===== config.mk =====
export PLATFORM = sky130hd
export DESIGN_NAME = lenia_conv_scheduler
export DESIGN_NICKNAME = d
export VERILOG_FILES = /design/src/rtl/lenia_pkg.sv /design/src/rtl/lenia_raster_counter.sv /design/src/rtl/lenia_conv_scheduler.sv
export SDC_FILE = /design/constraint.sdc
export NUM_CORES = 1
export LEC_CHECK = 0
export CAP_MARGIN = 30
export CORE_ASPECT_RATIO = 0.6
export CORE_MARGIN = 1.5
export CORE_UTILIZATION = 40
export CTS_CLUSTER_SIZE = 28
export DETAILED_ROUTE_END_ITERATION = 16
export PLACE_DENSITY_LB_ADDON = 0.3
export SLEW_MARGIN = 10
export SYNTH_ARGS = -nofsm -noshare
export SYNTH_HDL_FRONTEND = slang
export SYNTH_SLANG_ARGS = --single-unit

===== constraint.sdc =====
create_clock -name S_AXI_ACLK -period 5.6 [get_ports S_AXI_ACLK]
set_input_delay 0.84 -clock S_AXI_ACLK [delete_from_list [all_inputs] [get_ports S_AXI_ACLK]]
set_output_delay 0.84 -clock S_AXI_ACLK [all_outputs]
set_load 0.01 [all_outputs]

===== src/rtl/lenia_pkg.sv =====
// Shared definitions for the Lenia convolution sweep: FSM encoding,
// sweep counter width and default world parameters.
package lenia_pkg;

  typedef enum logic [1:0] {
    ST_IDLE  = 2'd0,
    ST_ISSUE = 2'd1,
    ST_WAIT  = 2'd2,
    ST_WRITE = 2'd3
  } state_e;

  localparam int unsigned SWEEP_CNT_W     = 16;
  localparam int unsigned DEFAULT_SIZE    = 8;
  localparam int unsigned DEFAULT_TIMEOUT = 1024;

endpackage


===== src/rtl/lenia_raster_counter.sv =====
// Raster-order (i, j) position register for the sweep, with the flat
// result-buffer address and a last-cell flag kept alongside.
module lenia_raster_counter
  import lenia_pkg::*;
#(
  parameter int unsigned SIZE   = DEFAULT_SIZE,
  parameter int unsigned IDX_W  = $clog2(SIZE),
  parameter int unsigned ADDR_W = $clog2(SIZE * SIZE)
) (
  input  logic              clk_i,
  input  logic              rst_ni,
  input  logic              clear_i,
  input  logic              advance_i,
  output logic [IDX_W-1:0]  i_o,
  output logic [IDX_W-1:0]  j_o,
  output logic [ADDR_W-1:0] addr_o,
  output logic              last_o
);

  localparam logic [IDX_W-1:0] MAX_IDX = IDX_W'(SIZE - 1);

  logic [IDX_W-1:0]  i_q, i_d;
  logic [IDX_W-1:0]  j_q, j_d;
  logic [ADDR_W-1:0] addr_q, addr_d;
  logic              last_q, last_d;

  // The final cell wraps back to (0, 0) so the coordinates stay in range.
  always_comb begin
    i_d    = i_q;
    j_d    = j_q;
    addr_d = addr_q;
    last_d = last_q;
    if (clear_i) begin
      i_d    = '0;
      j_d    = '0;
      addr_d = '0;
      last_d = 1'(SIZE == 1);
    end else if (advance_i) begin
      if (j_q == MAX_IDX) begin
        j_d = '0;
        i_d = (i_q == MAX_IDX) ? '0 : i_q + IDX_W'(1);
      end else begin
        j_d = j_q + IDX_W'(1);
      end
      addr_d = ADDR_W'(i_d) * ADDR_W'(SIZE) + ADDR_W'(j_d);
      last_d = (i_d == MAX_IDX) && (j_d == MAX_IDX);
    end
  end

  always_ff @(posedge clk_i) begin
    if (!rst_ni) begin
      i_q    <= '0;
      j_q    <= '0;
      addr_q <= '0;
      last_q <= 1'b0;
    end else begin
      i_q    <= i_d;
      j_q    <= j_d;
      addr_q <= addr_d;
      last_q <= last_d;
    end
  end

  assign i_o    = i_q;
  assign j_o    = j_q;
  assign addr_o = addr_q;
  assign last_o = last_q;

endmodule


===== src/rtl/lenia_conv_scheduler.sv =====
// Sweeps the convolution engine over every cell of the Lenia world in raster
// order, writing each result to the result buffer, with abort and timeout.
module lenia_conv_scheduler
  import lenia_pkg::*;
#(
  parameter int unsigned SIZE    = DEFAULT_SIZE,
  parameter int unsigned DATA_W  = 32,
  parameter int unsigned IDX_W   = $clog2(SIZE),
  parameter int unsigned ADDR_W  = $clog2(SIZE * SIZE),
  parameter int unsigned TIMEOUT = DEFAULT_TIMEOUT
) (
  input  logic                   S_AXI_ACLK,
  input  logic                   S_AXI_ARESETN,
  input  logic                   start,
  input  logic                   abort,
  output logic                   busy,
  output logic                   done,
  output logic                   error,
  output logic [SWEEP_CNT_W-1:0] sweep_count,
  output logic                   conv_start,
  output logic [IDX_W-1:0]       conv_i,
  output logic [IDX_W-1:0]       conv_j,
  input  logic                   conv_ready,
  input  logic                   conv_done,
  input  logic [DATA_W-1:0]      conv_result,
  output logic                   res_we,
  output logic [ADDR_W-1:0]      res_addr,
  output logic [DATA_W-1:0]      res_wdata
);

  localparam int unsigned TMO_W = $clog2(TIMEOUT + 1);

  state_e                   state_q, state_d;
  logic [TMO_W-1:0]         tmo_q, tmo_d;
  logic                     busy_q, busy_d;
  logic                     done_q, done_d;
  logic                     error_q, error_d;
  logic [SWEEP_CNT_W-1:0]   sweep_cnt_q, sweep_cnt_d;
  logic                     conv_start_q, conv_start_d;
  logic                     res_we_q, res_we_d;
  logic [ADDR_W-1:0]        res_addr_q, res_addr_d;
  logic [DATA_W-1:0]        res_wdata_q, res_wdata_d;

  logic                     rc_clear;
  logic                     rc_advance;
  logic [IDX_W-1:0]         rc_i;
  logic [IDX_W-1:0]         rc_j;
  logic [ADDR_W-1:0]        rc_addr;
  logic                     rc_last;

  lenia_raster_counter #(
    .SIZE   (SIZE),
    .IDX_W  (IDX_W),
    .ADDR_W (ADDR_W)
  ) u_raster (
    .clk_i     (S_AXI_ACLK),
    .rst_ni    (S_AXI_ARESETN),
    .clear_i   (rc_clear),
    .advance_i (rc_advance),
    .i_o       (rc_i),
    .j_o       (rc_j),
    .addr_o    (rc_addr),
    .last_o    (rc_last)
  );

  // Write-cycle outputs (res_we, done, sweep_count) are loaded on the
  // WAIT->WRITE edge so they line up with the WRITE state itself.
  always_comb begin
    state_d      = state_q;
    tmo_d        = tmo_q;
    error_d      = error_q;
    sweep_cnt_d  = sweep_cnt_q;
    res_addr_d   = res_addr_q;
    res_wdata_d  = res_wdata_q;
    conv_start_d = 1'b0;
    res_we_d     = 1'b0;
    done_d       = 1'b0;
    rc_clear     = 1'b0;
    rc_advance   = 1'b0;

    unique case (state_q)
      ST_IDLE: begin
        if (start) begin
          state_d  = ST_ISSUE;
          tmo_d    = '0;
          error_d  = 1'b0;
          rc_clear = 1'b1;
        end
      end
      ST_ISSUE: begin
        if (abort) begin
          state_d = ST_IDLE;
        end else if (conv_ready) begin
          conv_start_d = 1'b1;
          tmo_d        = '0;
          state_d      = ST_WAIT;
        end
      end
      ST_WAIT: begin
        if (abort) begin
          state_d = ST_IDLE;
        end else if (conv_done) begin
          res_wdata_d = conv_result;
          res_addr_d  = rc_addr;
          res_we_d    = 1'b1;
          state_d     = ST_WRITE;
          if (rc_last) begin
            done_d      = 1'b1;
            sweep_cnt_d = sweep_cnt_q + SWEEP_CNT_W'(1);
          end
        end else if (tmo_q == TMO_W'(TIMEOUT - 1)) begin
          error_d = 1'b1;
          state_d = ST_IDLE;
        end else begin
          tmo_d = tmo_q + TMO_W'(1);
        end
      end
      ST_WRITE: begin
        rc_advance = 1'b1;
        if (abort || rc_last) begin
          state_d = ST_IDLE;
        end else begin
          tmo_d   = '0;
          state_d = ST_ISSUE;
        end
      end
      default: state_d = ST_IDLE;
    endcase

    busy_d = (state_d != ST_IDLE);
  end

  always_ff @(posedge S_AXI_ACLK) begin
    if (!S_AXI_ARESETN) begin
      state_q      <= ST_IDLE;
      tmo_q        <= '0;
      busy_q       <= 1'b0;
      done_q       <= 1'b0;
      error_q      <= 1'b0;
      sweep_cnt_q  <= '0;
      conv_start_q <= 1'b0;
      res_we_q     <= 1'b0;
      res_addr_q   <= '0;
      res_wdata_q  <= '0;
    end else begin
      state_q      <= state_d;
      tmo_q        <= tmo_d;
      busy_q       <= busy_d;
      done_q       <= done_d;
      error_q      <= error_d;
      sweep_cnt_q  <= sweep_cnt_d;
      conv_start_q <= conv_start_d;
      res_we_q     <= res_we_d;
      res_addr_q   <= res_addr_d;
      res_wdata_q  <= res_wdata_d;
    end
  end

  assign busy        = busy_q;
  assign done        = done_q;
  assign error       = error_q;
  assign sweep_count = sweep_cnt_q;
  assign conv_start  = conv_start_q;
  assign conv_i      = rc_i;
  assign conv_j      = rc_j;
  assign res_we      = res_we_q;
  assign res_addr    = res_addr_q;
  assign res_wdata   = res_wdata_q;

endmodule


==> summary.md <==
| Metric | Value |
|---|---|
| Num CTS Buffers | `9` |
| Via density | `5.174` |
| Vias | `3130` |
| Layout cells sized above 1 | `5.835%` |
| Setup violations, final | `0` |
| Clock Sinks | `79` |
| Uppermost layer routed | `met4` |
| Fin util | `59.53%` |
| Met3 WL | `453 um` |
| Detail Route Antenna Nets | `0` |
| Pwr Density | `259.0 nW/um^2` |
| Worst R2R Start | `state_q[0]` |
| Total internal power | `0.0009767 W` |
| RSZ-0062 raised after global routing | `no` |
| Data required time of the worst path | `5.84 ns` |
| CP delay by family, top | `buffers and inverters` |
| Post-CTS Resized | `0` |
| Clk network pwr share | `47.5%` |
| Asr flop ratio synth | `0%` |
| Post-CTS setup repair buffer count | `0` |
| Count of final hold-check violations | `0` |
| Initial antenna violation count | `0` |
| Core area | `7976 sq um` |
| Ys Warns | `0` |
| Grt ovf | `0` |
| Syn Area/Cell | `8.408 sq um` |
| Post-DP HPWL | `5.853 mm` |
| Crit path largest cell delay | `0.74 ns` |
| Residual DRC count | `0` |
| CP arrival | `3.79 ns` |
| Critical path peak fanout | `36` |
| Crit path kind | `primary input to flip-flop` |
| Routability cong. | `0.7933` |
| WP depth | `6` |
| FF+latch area | `1582 sq um` |
| Slew margin rel. | `48.35%` |
| DP Worst Slack | `1.895 ns` |
| Status | `finished clean` |
| P_sw | `0.0002531 W` |
| Element type at the critical path end | `flip-flop` |
| CP Cell Sequence | `clkdlybuf4s50_1, clkinv_1, buf_4, nor4_2, nand2b_1, mux2i_1` |
| Reg power frac | `46.6%` |
| Total Power | `0.001230 W` |
| Io pins | `103` |
| Mapped Cells | `396` |
| Synth top area share | `47.50%` |
| Number of global-route vias before repair | `2826` |
| Max_cap viols | `0` |
| Initial Utilization | `41.74%` |
| Worst clock skew | `0.006009 ns` |
| Final cell count without fillers | `605` |
| Drt pass-1 iters | `5` |
| #FFs+latches synth | `79` |
| Peak VDD IR | `0.0001959 V` |
| Die Wd | `120.8 um` |
| Worst-margin pin slew | `0.7683 ns` |
| Commonest cells in the synthesized netlist | `96 x nand2_1, 79 x dfxtp_1, 53 x a21oi_1, 19 x nor2_1` |
| Synth Cell Area | `3329 sq um` |
| R2R cell count | `5` |
| Area leader, netlist | `dfxtp_1` |
| Period minus WS final | `3.549 ns` |
| Switching portion of total power | `20.58%` |
| Fillers | `680` |
| Die area | `8898 sq um` |
| Critical path's slowest cell | `nor4_2` |
| FP Rows | `25` |
| Sum of buffers and inverters on the critical path | `3` |
| DR iter-0 viols | `230` |
| Count leader, synth | `nand2_1` |
| Pin count of the biggest net entering global routing | `44` |
| WL per Instance | `13.95 um` |
| Combinational share of power | `5.9%` |
| Hold Crit Depth | `2` |
| Count of final max-slew check failures | `0` |
| H-tree depth | `3` |
| Synthesis-to-layout area growth | `42.62%` |
| Total GRT Usage | `19.28%` |
| Clock Pin Slew Worst Setup and Hold Paths | `0.05 ns` |
| Worst-skew pair later-pin latency | `0.33 ns` |
| WL final | `8.441 mm` |
| Pleak | `1.628 nW` |
| # hold bufs at CTS | `0` |
| Die Ht | `73.67 um` |
| Sequential share of the synthesized area | `47.50%` |
| Hold Crit Start | `tmo_q[10]` |
| Multi-input gate area | `1667 sq um` |
| First-pass GRT wire length | `13.29 mm` |
| Fmax achieved | `281.8 MHz` |
| Final cycle utilization of the critical path | `63.37%` |
| Clock root cell | `clkbuf_16` |
| CP Launch Point | `S_AXI_ARESETN` |
| Top FF cell, synth | `dfxtp_1` |
| Clock Path Buffers | `2` |
| Area contributors post-synth | `dfxtp_1 48%, nand2_1 11%, a21oi_1 8.0%` |
| CTS tree | `yes` |
| Metal-1 WL | `3.906 mm` |
| PortBufs | `102` |
| Setup slack after layout | `2.051 ns` |
| Library cells used by synthesis | `45` |
| Startpoint class of the critical path | `primary input` |
| Min-delay worst type | `flip-flop to flip-flop` |
| Count of flip-flops with a built-in enable after synthesis | `0` |
| ANT cells | `0` |
| Placed insts | `588` |
| Fin nets | `536` |
| Setup TNS | `0 ns` |
| Syn_nets | `440` |
| Met2 wire length | `3.938 mm` |
power by group through the flow:
stage | Sequential (W) | Combinational, W | Clock (W)
2_1_floorplan | 0.000582 | 0.0000335 | 0
3_3_place_gp | 0.000585 | 0.0000704 | 0
3_5_place_dp | 0.000585 | 0.0000705 | 0
4_1_cts | 0.000573 | 0.0000710 | 0.000598
5_1_grt | 0.000574 | 0.0000774 | 0.000622
6_report | 0.000573 | 0.0000723 | 0.000584
routing by layer:
metal	GRT usage [%]	up-vias
met5	0	-
met4	6.275	0
met3	6.599	14
met2	30.30	83
met1	25.14	1461
li1	-	1572
placed cells by master, fill, tap and decap left out, drive strengths merged, types with 3 or more instances in the layout:
master / netlist / routed
or4: 6 / 6
or3: 7 / 7
nand2: 96 / 96
nor2: 19 / 19
clkdlybuf4s50: 0 / 102
ha: 6 / 6
nand4: 3 / 3
buf: 5 / 4
o31ai: 8 / 8
and3: 7 / 7
a31oi: 3 / 3
clkbuf: 16 / 14
nor4bb: 3 / 3
mux2i: 6 / 6
nand2b: 7 / 7
nor3b: 3 / 3
nand3: 15 / 15
dfxtp: 79 / 79
nor3: 6 / 6
nor2b: 4 / 4
a21oi: 53 / 53
xnor2: 8 / 8
nor4: 8 / 8
nand3b: 4 / 4
o21ai: 5 / 5
sequential cells by signal (all words and copies together), names as in the netlist:
register,cells
error,1
state_q,2
conv_start,1
res_wdata,32
u_raster.addr_o,6
tmo_q,11
busy,1
res_addr,6
res_we,1
sweep_count,16
u_raster.last_o,1
done,1
worst register-to-register path: stages (launching register included):
cell and delay, ns:
dfxtp_1 0.69, nor4bb_2 0.54, a311oi_2 0.11, buf_4 0.22, or4_1 0.51, a21oi_1 0.15
metrics by stage:
step / hold slack, ns / area, sq um
after floorplan: 0.4069 / 3329
after global placement: 0.4140 / 4438
after detailed placement: 0.4182 / 4438
after CTS: 0.4299 / 4741
after global routing: 0.4509 / 4748
final: 0.4361 / 4748
cells by family (layout without fill, tap and decap cells):
group / count (synthesis) / in the layout / share of synthesized area (%)
buf+inv: 24 / 125 / 2.893
simple gates: 195 / 195 / 29.88
flops: 79 / 79 / 47.50
fa+ha+maj: 6 / 6 / 2.255
xor+xnor: 10 / 10 / 2.631
mux: 6 / 6 / 1.804
compound gates: 76 / 76 / 13.04
layout make-up:
cell class	instances	share of cell area (%)
Tap cell	108	2.846
Timing Repair Buffer	106	22.13
Sequential cell	79	33.31
Multi-Input combinational cell	293	35.10
Inverter	3	0.2372
Clock inverter	2	0.8169
Clock buffer	14	5.560
final timing paths:
| path | endpoint | slack (ns) |
|---|---|---|
| max | tmo_q[8] | 2.05 |
| max reg2reg | tmo_q[7] | 3.30 |
| min | tmo_q[10] | 0.44 |
| min reg2reg | tmo_q[10] | 0.44 |
(Power assumes the default switching activity.)
